--- src/rtl/alu_op_sequencer.sv ---
// alu_op_sequencer: single-issue command/operand stage in front of a 4-bit ALU.
// It accepts register-addressed commands, reads operands from an internal
// register file, drives the ALU inputs for one cycle, captures the result and
// flags, writes the result back and returns a response over valid/ready.
// Optional feature macro: ALU_SEQ_OVF_EN adds the rsp_ovf output (signed overflow
// for ADD/SUB).
module alu_op_sequencer #(
    parameter int unsigned  DATA_W   = 4,
    parameter int unsigned  NUM_REGS = 4,
    localparam int unsigned RW       = $clog2(NUM_REGS)
) (
    input  logic              clk,
    input  logic              rst,
    input  logic              cmd_valid,
    output logic              cmd_ready,
    input  logic [2:0]        cmd_op,
    input  logic [RW-1:0]     cmd_dst,
    input  logic [RW-1:0]     cmd_srca,
    input  logic [RW-1:0]     cmd_srcb,
    input  logic [DATA_W-1:0] cmd_imm,
    output logic [DATA_W-1:0] alu_a,
    output logic [DATA_W-1:0] alu_b,
    output logic [2:0]        alu_sel,
    input  logic [DATA_W-1:0] alu_out,
    input  logic              alu_carry,
    input  logic              alu_zero,
    output logic              rsp_valid,
    input  logic              rsp_ready,
    output logic [DATA_W-1:0] rsp_data,
    output logic              rsp_carry,
    output logic              rsp_zero,
`ifdef ALU_SEQ_OVF_EN
    output logic              rsp_ovf,
`endif
    input  logic [RW-1:0]     dbg_addr,
    output logic [DATA_W-1:0] dbg_data
);

    localparam int unsigned MSB      = DATA_W - 1;
    localparam logic [2:0]  OP_ADD   = 3'b000;
    localparam logic [2:0]  OP_SUB   = 3'b001;
    localparam logic [2:0]  OP_LOAD  = 3'b110;
    localparam logic [2:0]  OP_NOP   = 3'b111;
    localparam logic [2:0]  SEL_IDLE = 3'b111;

    typedef enum logic [1:0] {
        S_IDLE = 2'd0,
        S_EXEC = 2'd1,
        S_RESP = 2'd2
    } state_t;

    state_t              state_q, state_d;
    logic [2:0]          op_q;
    logic [RW-1:0]       dst_q;
    logic [DATA_W-1:0]   imm_q;
    logic [DATA_W-1:0]   opa_q;
    logic [DATA_W-1:0]   opb_q;
    logic [2:0]          sel_q;
    logic [DATA_W-1:0]   regs_q [NUM_REGS];
    logic                rsp_valid_q;
    logic [DATA_W-1:0]   rsp_data_q;
    logic                rsp_carry_q;
    logic                rsp_zero_q;

    logic                accept_c;
    logic                exec_c;
    logic                rsp_done_c;
    logic [DATA_W-1:0]   cap_data_c;
    logic                cap_carry_c;
    logic                cap_zero_c;
    logic                wr_en_c;

    // State register
    always_ff @(posedge clk) begin
        if (rst) begin
            state_q <= S_IDLE;
        end else begin
            state_q <= state_d;
        end
    end

    // Next-state logic: IDLE -> EXEC -> RESP -> IDLE
    always_comb begin
        state_d = state_q;
        case (state_q)
            S_IDLE:  if (cmd_valid) state_d = S_EXEC;
            S_EXEC:  state_d = S_RESP;
            S_RESP:  if (rsp_ready) state_d = S_IDLE;
            default: state_d = S_IDLE;
        endcase
    end

    // State-decoded controls; cmd_ready is a pure decode of the state register
    always_comb begin
        cmd_ready  = 1'b0;
        accept_c   = 1'b0;
        exec_c     = 1'b0;
        rsp_done_c = 1'b0;
        case (state_q)
            S_IDLE: begin
                cmd_ready = 1'b1;
                accept_c  = cmd_valid;
            end
            S_EXEC:  exec_c     = 1'b1;
            S_RESP:  rsp_done_c = rsp_ready;
            default: ;
        endcase
    end

    // Result selection at the end of EXEC: ALU result, immediate, or NOP constant
    always_comb begin
        cap_data_c  = alu_out;
        cap_carry_c = alu_carry;
        cap_zero_c  = alu_zero;
        wr_en_c     = exec_c;
        case (op_q)
            OP_LOAD: begin
                cap_data_c  = imm_q;
                cap_carry_c = 1'b0;
                cap_zero_c  = (imm_q == '0);
            end
            OP_NOP: begin
                cap_data_c  = '0;
                cap_carry_c = 1'b0;
                cap_zero_c  = 1'b1;
                wr_en_c     = 1'b0;
            end
            default: ;
        endcase
    end

    // Command/operand latches; ALU select is live only during the EXEC cycle
    always_ff @(posedge clk) begin
        if (rst) begin
            op_q  <= OP_NOP;
            dst_q <= '0;
            imm_q <= '0;
            opa_q <= '0;
            opb_q <= '0;
            sel_q <= SEL_IDLE;
        end else if (accept_c) begin
            op_q  <= cmd_op;
            dst_q <= cmd_dst;
            imm_q <= cmd_imm;
            opa_q <= regs_q[cmd_srca];
            opb_q <= regs_q[cmd_srcb];
            sel_q <= (cmd_op == OP_LOAD) ? SEL_IDLE : cmd_op;
        end else begin
            sel_q <= SEL_IDLE;
        end
    end

    // Register file with write-back at the end of EXEC
    always_ff @(posedge clk) begin
        if (rst) begin
            for (int unsigned i = 0; i < NUM_REGS; i++) begin
                regs_q[i] <= '0;
            end
        end else if (wr_en_c) begin
            regs_q[dst_q] <= cap_data_c;
        end
    end

    // Response registers: load in EXEC, hold until the consumer takes them
    always_ff @(posedge clk) begin
        if (rst) begin
            rsp_valid_q <= 1'b0;
            rsp_data_q  <= '0;
            rsp_carry_q <= 1'b0;
            rsp_zero_q  <= 1'b0;
        end else if (exec_c) begin
            rsp_valid_q <= 1'b1;
            rsp_data_q  <= cap_data_c;
            rsp_carry_q <= cap_carry_c;
            rsp_zero_q  <= cap_zero_c;
        end else if (rsp_done_c) begin
            rsp_valid_q <= 1'b0;
        end
    end

`ifdef ALU_SEQ_OVF_EN
    logic ovf_c;
    logic rsp_ovf_q;

    // Two's-complement overflow for ADD/SUB from operand and result sign bits
    always_comb begin
        ovf_c = 1'b0;
        case (op_q)
            OP_ADD:  ovf_c = (opa_q[MSB] == opb_q[MSB]) && (alu_out[MSB] != opa_q[MSB]);
            OP_SUB:  ovf_c = (opa_q[MSB] != opb_q[MSB]) && (alu_out[MSB] != opa_q[MSB]);
            default: ovf_c = 1'b0;
        endcase
    end

    // Overflow flag captured alongside the other response fields
    always_ff @(posedge clk) begin
        if (rst) begin
            rsp_ovf_q <= 1'b0;
        end else if (exec_c) begin
            rsp_ovf_q <= ovf_c;
        end
    end

    assign rsp_ovf = rsp_ovf_q;
`endif

    assign alu_a     = opa_q;
    assign alu_b     = opb_q;
    assign alu_sel   = sel_q;
    assign rsp_valid = rsp_valid_q;
    assign rsp_data  = rsp_data_q;
    assign rsp_carry = rsp_carry_q;
    assign rsp_zero  = rsp_zero_q;
    assign dbg_data  = regs_q[dbg_addr];

endmodule
--- config.mk ---
export PLATFORM = sky130hd
export DESIGN_NAME = alu_op_sequencer
export DESIGN_NICKNAME = d
export VERILOG_FILES = /design/src/rtl/alu_op_sequencer.sv
export SDC_FILE = /design/constraint.sdc
export NUM_CORES = 1
export LEC_CHECK = 0
export ABC_AREA = 1
export BUFFER_PORTS_ARGS = -buffer_cell sky130_fd_sc_hd__buf_2
export CORE_UTILIZATION = 57
export DETAILED_ROUTE_END_ITERATION = 12
export PLACE_DENSITY = 0.92
export RECOVER_POWER = 100
export SLEW_MARGIN = 25
export SYNTH_ARGS = -nofsm -noshare
export SYNTH_HDL_FRONTEND = slang
export SYNTH_SLANG_ARGS = --single-unit
export TNS_END_PERCENT = 5
--- constraint.sdc ---
create_clock -name clk -period 4.2 [get_ports clk]
set_input_delay 1.26 -clock clk [delete_from_list [all_inputs] [get_ports clk]]
set_output_delay 1.26 -clock clk [all_outputs]
set_load 0.05 [all_outputs]
# Yosys cells after proc, flatten, opt, wreduce, memory -nomap -nowiden
# Memories as Yosys holds them, arrays and structs flattened. A register that Yosys moved wholly into a read port is not among the register bits.
# Index checks and enable logic that the tools add are counted.
classes:
  n_eq_ne: 7
  muxes: 21
  bitwise: 1
  reduce_logical: 7
op_table:
  columns: ["operator", "n"]
  rows:
  - ["$mux 1", 14]
  - ["$eq 3x3->1 const B", 3]
  - ["$pmux 4 s2", 1]
  - ["$mux 2", 3]
  - ["$pmux 2 s3", 1]
  - ["$logic_not 4->1", 1]
  - ["$mux 4", 1]
  - ["$ne 2x2->1 const B", 2]
  - ["$reduce_or 4->1", 1]
  - ["$reduce_or 3->1", 1]
  - ["$eq 2x1->1 const B", 1]
  - ["$eq 2x2->1 const B", 1]
  - ["$logic_not 2->1", 1]
  - ["$pmux 1 s2", 1]
  - ["$reduce_and 2->1", 1]
  - ["$reduce_bool 2->1", 1]
  - ["$reduce_or 2->1", 1]
  - ["$not 1->1", 1]
word_totals:
  regBits: 21
  mem_bits_rw: 16
  in_bits: 25
  out_inout_bits: 23
  word_cells: 46
  memories: 1
memory_table:
  columns: ["name", "depth", "width", "read_ports", "rd_clocked_by_memory_dff", "wr", "line", "text"]
  rows:
  - ["regs_q", 4, 4, 3, 2, 4, "59", "logic [DATA_W-1:0] regs_q [NUM_REGS];"]

# Longest topological paths before layout
logic_depth:
  word_depth: 8
  ltp_mapped: 7
  ltp_nobuf: 6

# Worst setup path after synthesis
# No wires, ideal clock.
synth_path:
  kind: "input to output"
  from: "input dbg_addr[0]"
  to: "output dbg_data[3]"
  arrival_time_ns: 2.420
  t_required_ns: 2.940
  slack_ns: 0.520
  path_stages: 4
  path_buffers: 1
  path_cell_list: "clkbuf_1 -> inv_1 -> o21ai_0 -> o22ai_1"
synth_between:
  elab_chain_len: 1
synth_lines:
  columns: ["element", "line", "text"]
  rows:
  - ["start: declaration", "35", "input logic [RW-1:0] dbg_addr,"]
  - ["$mem_v2 4x4", null, null]
  - ["end: declaration", "36", "output logic [DATA_W-1:0] dbg_data"]
# Every way passes these cells.

# Worst setup path in the final report
# Ends and elaborated chain as after synthesis.

==> metrics.txt <==
Syn Std Cell Area 2125 um^2; CP peak stage delay 0.48 ns; Seq cells post-synth 45; hold crit path type flip-flop to flip-flop; IO Pins 48; reg2reg end op_q[2]; warnings from Yosys 0; Setup Total Neg Slack 0 ns; post-synthesis cell type count 25; met3 GRT Util 5.978%; Final Hold Fails 0; pwr/cell area 398.1 nW/um^2; max cap viols 0; max-slew violation count 0; die height 63.05 um; via count 1,849; Die W 63.05 um; antenna cell count 0; syn_area_per_cell 8.047 um^2; crit path buf inv count 3; full die area 3975 um^2; # resized after CTS 0; status complete, no violations; commonest cells after routing, fill and taps aside nand2_1, nor2_1, dfxtp_1; synthesis-to-finish area growth 13.13%; WL/cell 12.63 um; Initial Utilization 61.72%; DRT antenna net count 0; CP endpoint kind output port; # setup viols final 0; Most Crowded Layer GR met2; M2 GR Usage 43.95%; number of fill cells in the layout 302; Synth Net Count 289; CTS tree built; initial antenna violation count 0; Crit Path Max Fanout 9; Tcrit/Tclk final 85.08%; share of layout cells above drive strength 1 14.70%; HP Start alu_a[0]; total track usage 25.63%; Clock Skews 0.005541 ns; Hold EP alu_a[0]; largest net degree at the start of global routing 20; Seq/Total Area, Yosys 49.94%; Clock Sinks 45; CP Data Arrival Time 2.31 ns; GRT met1 Usage 29.94%; Placer Congestion 0.9133; clock root cell clkbuf_8; TritonCTS Buffers 5; first-pass GRT wire length 7852 um; R2R depth 5; deepest level of the CTS H-tree 2; slowest CP cell clkbuf_1; drt first pass iters 4; RSZ-0062 raised after global routing no; hold buffers post-CTS 0; Detailed Place HPWL 3398 um; Crit Path Class input port to output port; CP Cell Sequence buf_2 -> inv_1 -> o21ai_0 -> o22ai_1 -> clkbuf_1; flop-to-flop setup slack 2.03 ns; P_leak 1.070 nW; Hold Crit Depth 2; crit start category input port; fmax 279.9 MHz; Top delay family on crit path buffers and inverters; most common cell after layout, fill and taps aside nand2_1; Post-Route WL 4534 um; setup slack after placement 0.8389 ns; number of global-route vias before repair 1,746; Final WS setup 0.6267 ns; fin nets 337; worst slew pin tran 1.359 ns; Final min period 3.573 ns; Overflow after GRT 0; Initial DRC Count 147; Multi-input gate area 884.6 um^2; Syn Inst Count 264; drc violations 0; post-CTS setup buffer count 0; port buffer count 47; via/cell ratio 5.150; sequential standard cell area 1061 um^2; clock latency on the worst-skew pair 0.30 ns; Final Util 69.83%; peak supply drop 0.2713 mV; Placement Rows 21; Clk pin slew, worst setup/hold paths 0.08 ns; Clock Tree Buf Depth 2; Worst slew margin 9.058%; CORE AREA 3442 um^2; worst path required time 2.94 ns; worst reg2reg startpoint state_q[1]
-- how the worst max path moves through the flow --
stage / from / to / slack [ns] / cells past startpoint
floorplan: dbg_addr[0] / dbg_data[3] / 0.52 / 4
global placement: dbg_addr[0] / dbg_data[0] / 0.90 / 5
detailed placement: dbg_addr[0] / dbg_data[3] / 0.84 / 5
CTS: dbg_addr[0] / dbg_data[3] / 0.84 / 5
global route: dbg_addr[0] / dbg_data[2] / 0.58 / 5
finish: dbg_addr[0] / dbg_data[3] / 0.63 / 5
-- flip-flops by register name, summed over array words and instances, names as in the netlist --
name and flops:
alu_a 4, regs_q 16, dst_q 2, rsp_carry 1, rsp_zero 1, imm_q 4
op_q 3, alu_sel 3, rsp_valid 1, alu_b 4, state_q 2, rsp_data 4
-- worst reg2reg max path: cells and delay by family, from the launching register on --
| kind | cells | cell delay (ns) |
|---|---|---|
| AOI/OAI and AO/OA | 1 | 0.18 |
| and+or+nand+nor | 4 | 1.51 |
| DFF | 1 | 0.37 |
-- synth_stat cells --
cell | n | area, um^2
o211ai_1 | 1 | 7.510
nand3_1 | 24 | 120.1
buf_2 | 2 | 10.01
edfxtp_1 | 16 | 480.5
nand2_1 | 85 | 319.1
buf_4 | 1 | 7.510
inv_2 | 4 | 15.01
o21ai_0 | 15 | 75.07
dfxtp_1 | 29 | 580.6
buf_12 | 1 | 20.02
a21oi_1 | 5 | 25.02
nor2_2 | 2 | 12.51
inv_1 | 21 | 78.83
nor2_4 | 1 | 11.26
nand3_4 | 3 | 52.55
clkbuf_1 | 1 | 3.750
nor2_1 | 36 | 135.1
nand3_2 | 3 | 30.03
o22ai_1 | 4 | 25.02
buf_6 | 1 | 11.26
o21a_1 | 2 | 15.01
nand2_4 | 3 | 33.78
o31ai_1 | 1 | 7.510
nor2_8 | 2 | 40.04
nand3b_1 | 1 | 7.510
-- layer usage --
metal	share of wire (%)	vias up
met5	0	-
met4	2.2	0
met1	41	826
met3	6.7	11
met2	51	72
li1	-	940
-- final cells by class --
type | instances | area share, %
clock buffer | 7 | 4.008
clock inverter | 1 | 0.2082
inverter | 25 | 3.904
multi-input combinational | 188 | 36.80
sequential | 45 | 44.14
tap | 46 | 2.395
timing repair buffer | 47 | 8.537
-- cells by family after synthesis --
family,after synthesis,share of synthesized area (%)
AOI/OAI and AO/OA,28,7.302
and+or+nand+nor,160,35.87
buffers and inverters,31,6.890
DFF,45,49.94
-- stage by stage --
step                cells  power, mW  hold slack (ns)  instance area [um^2]
CTS                   359     0.9639           0.4532                  2466
floorplan             264     0.6380           0.4379                  2125
finish                359     0.9569           0.4528                  2404
detailed placement    351     0.6817           0.4352                  2365
global route          359     0.9975           0.4761                  2404
global placement      351     0.6762           0.4339                  2365
-- power by group --
part | leakage (nW) | switching (mW) | internal (mW)
clock network | 0.0542 | 0.144 | 0.149
logic | 0.612 | 0.129 | 0.0411
registers | 0.404 | 0.0188 | 0.475
total | 1.07 | 0.292 | 0.665
No activity file was read; power rests on OpenSTA's default activity.
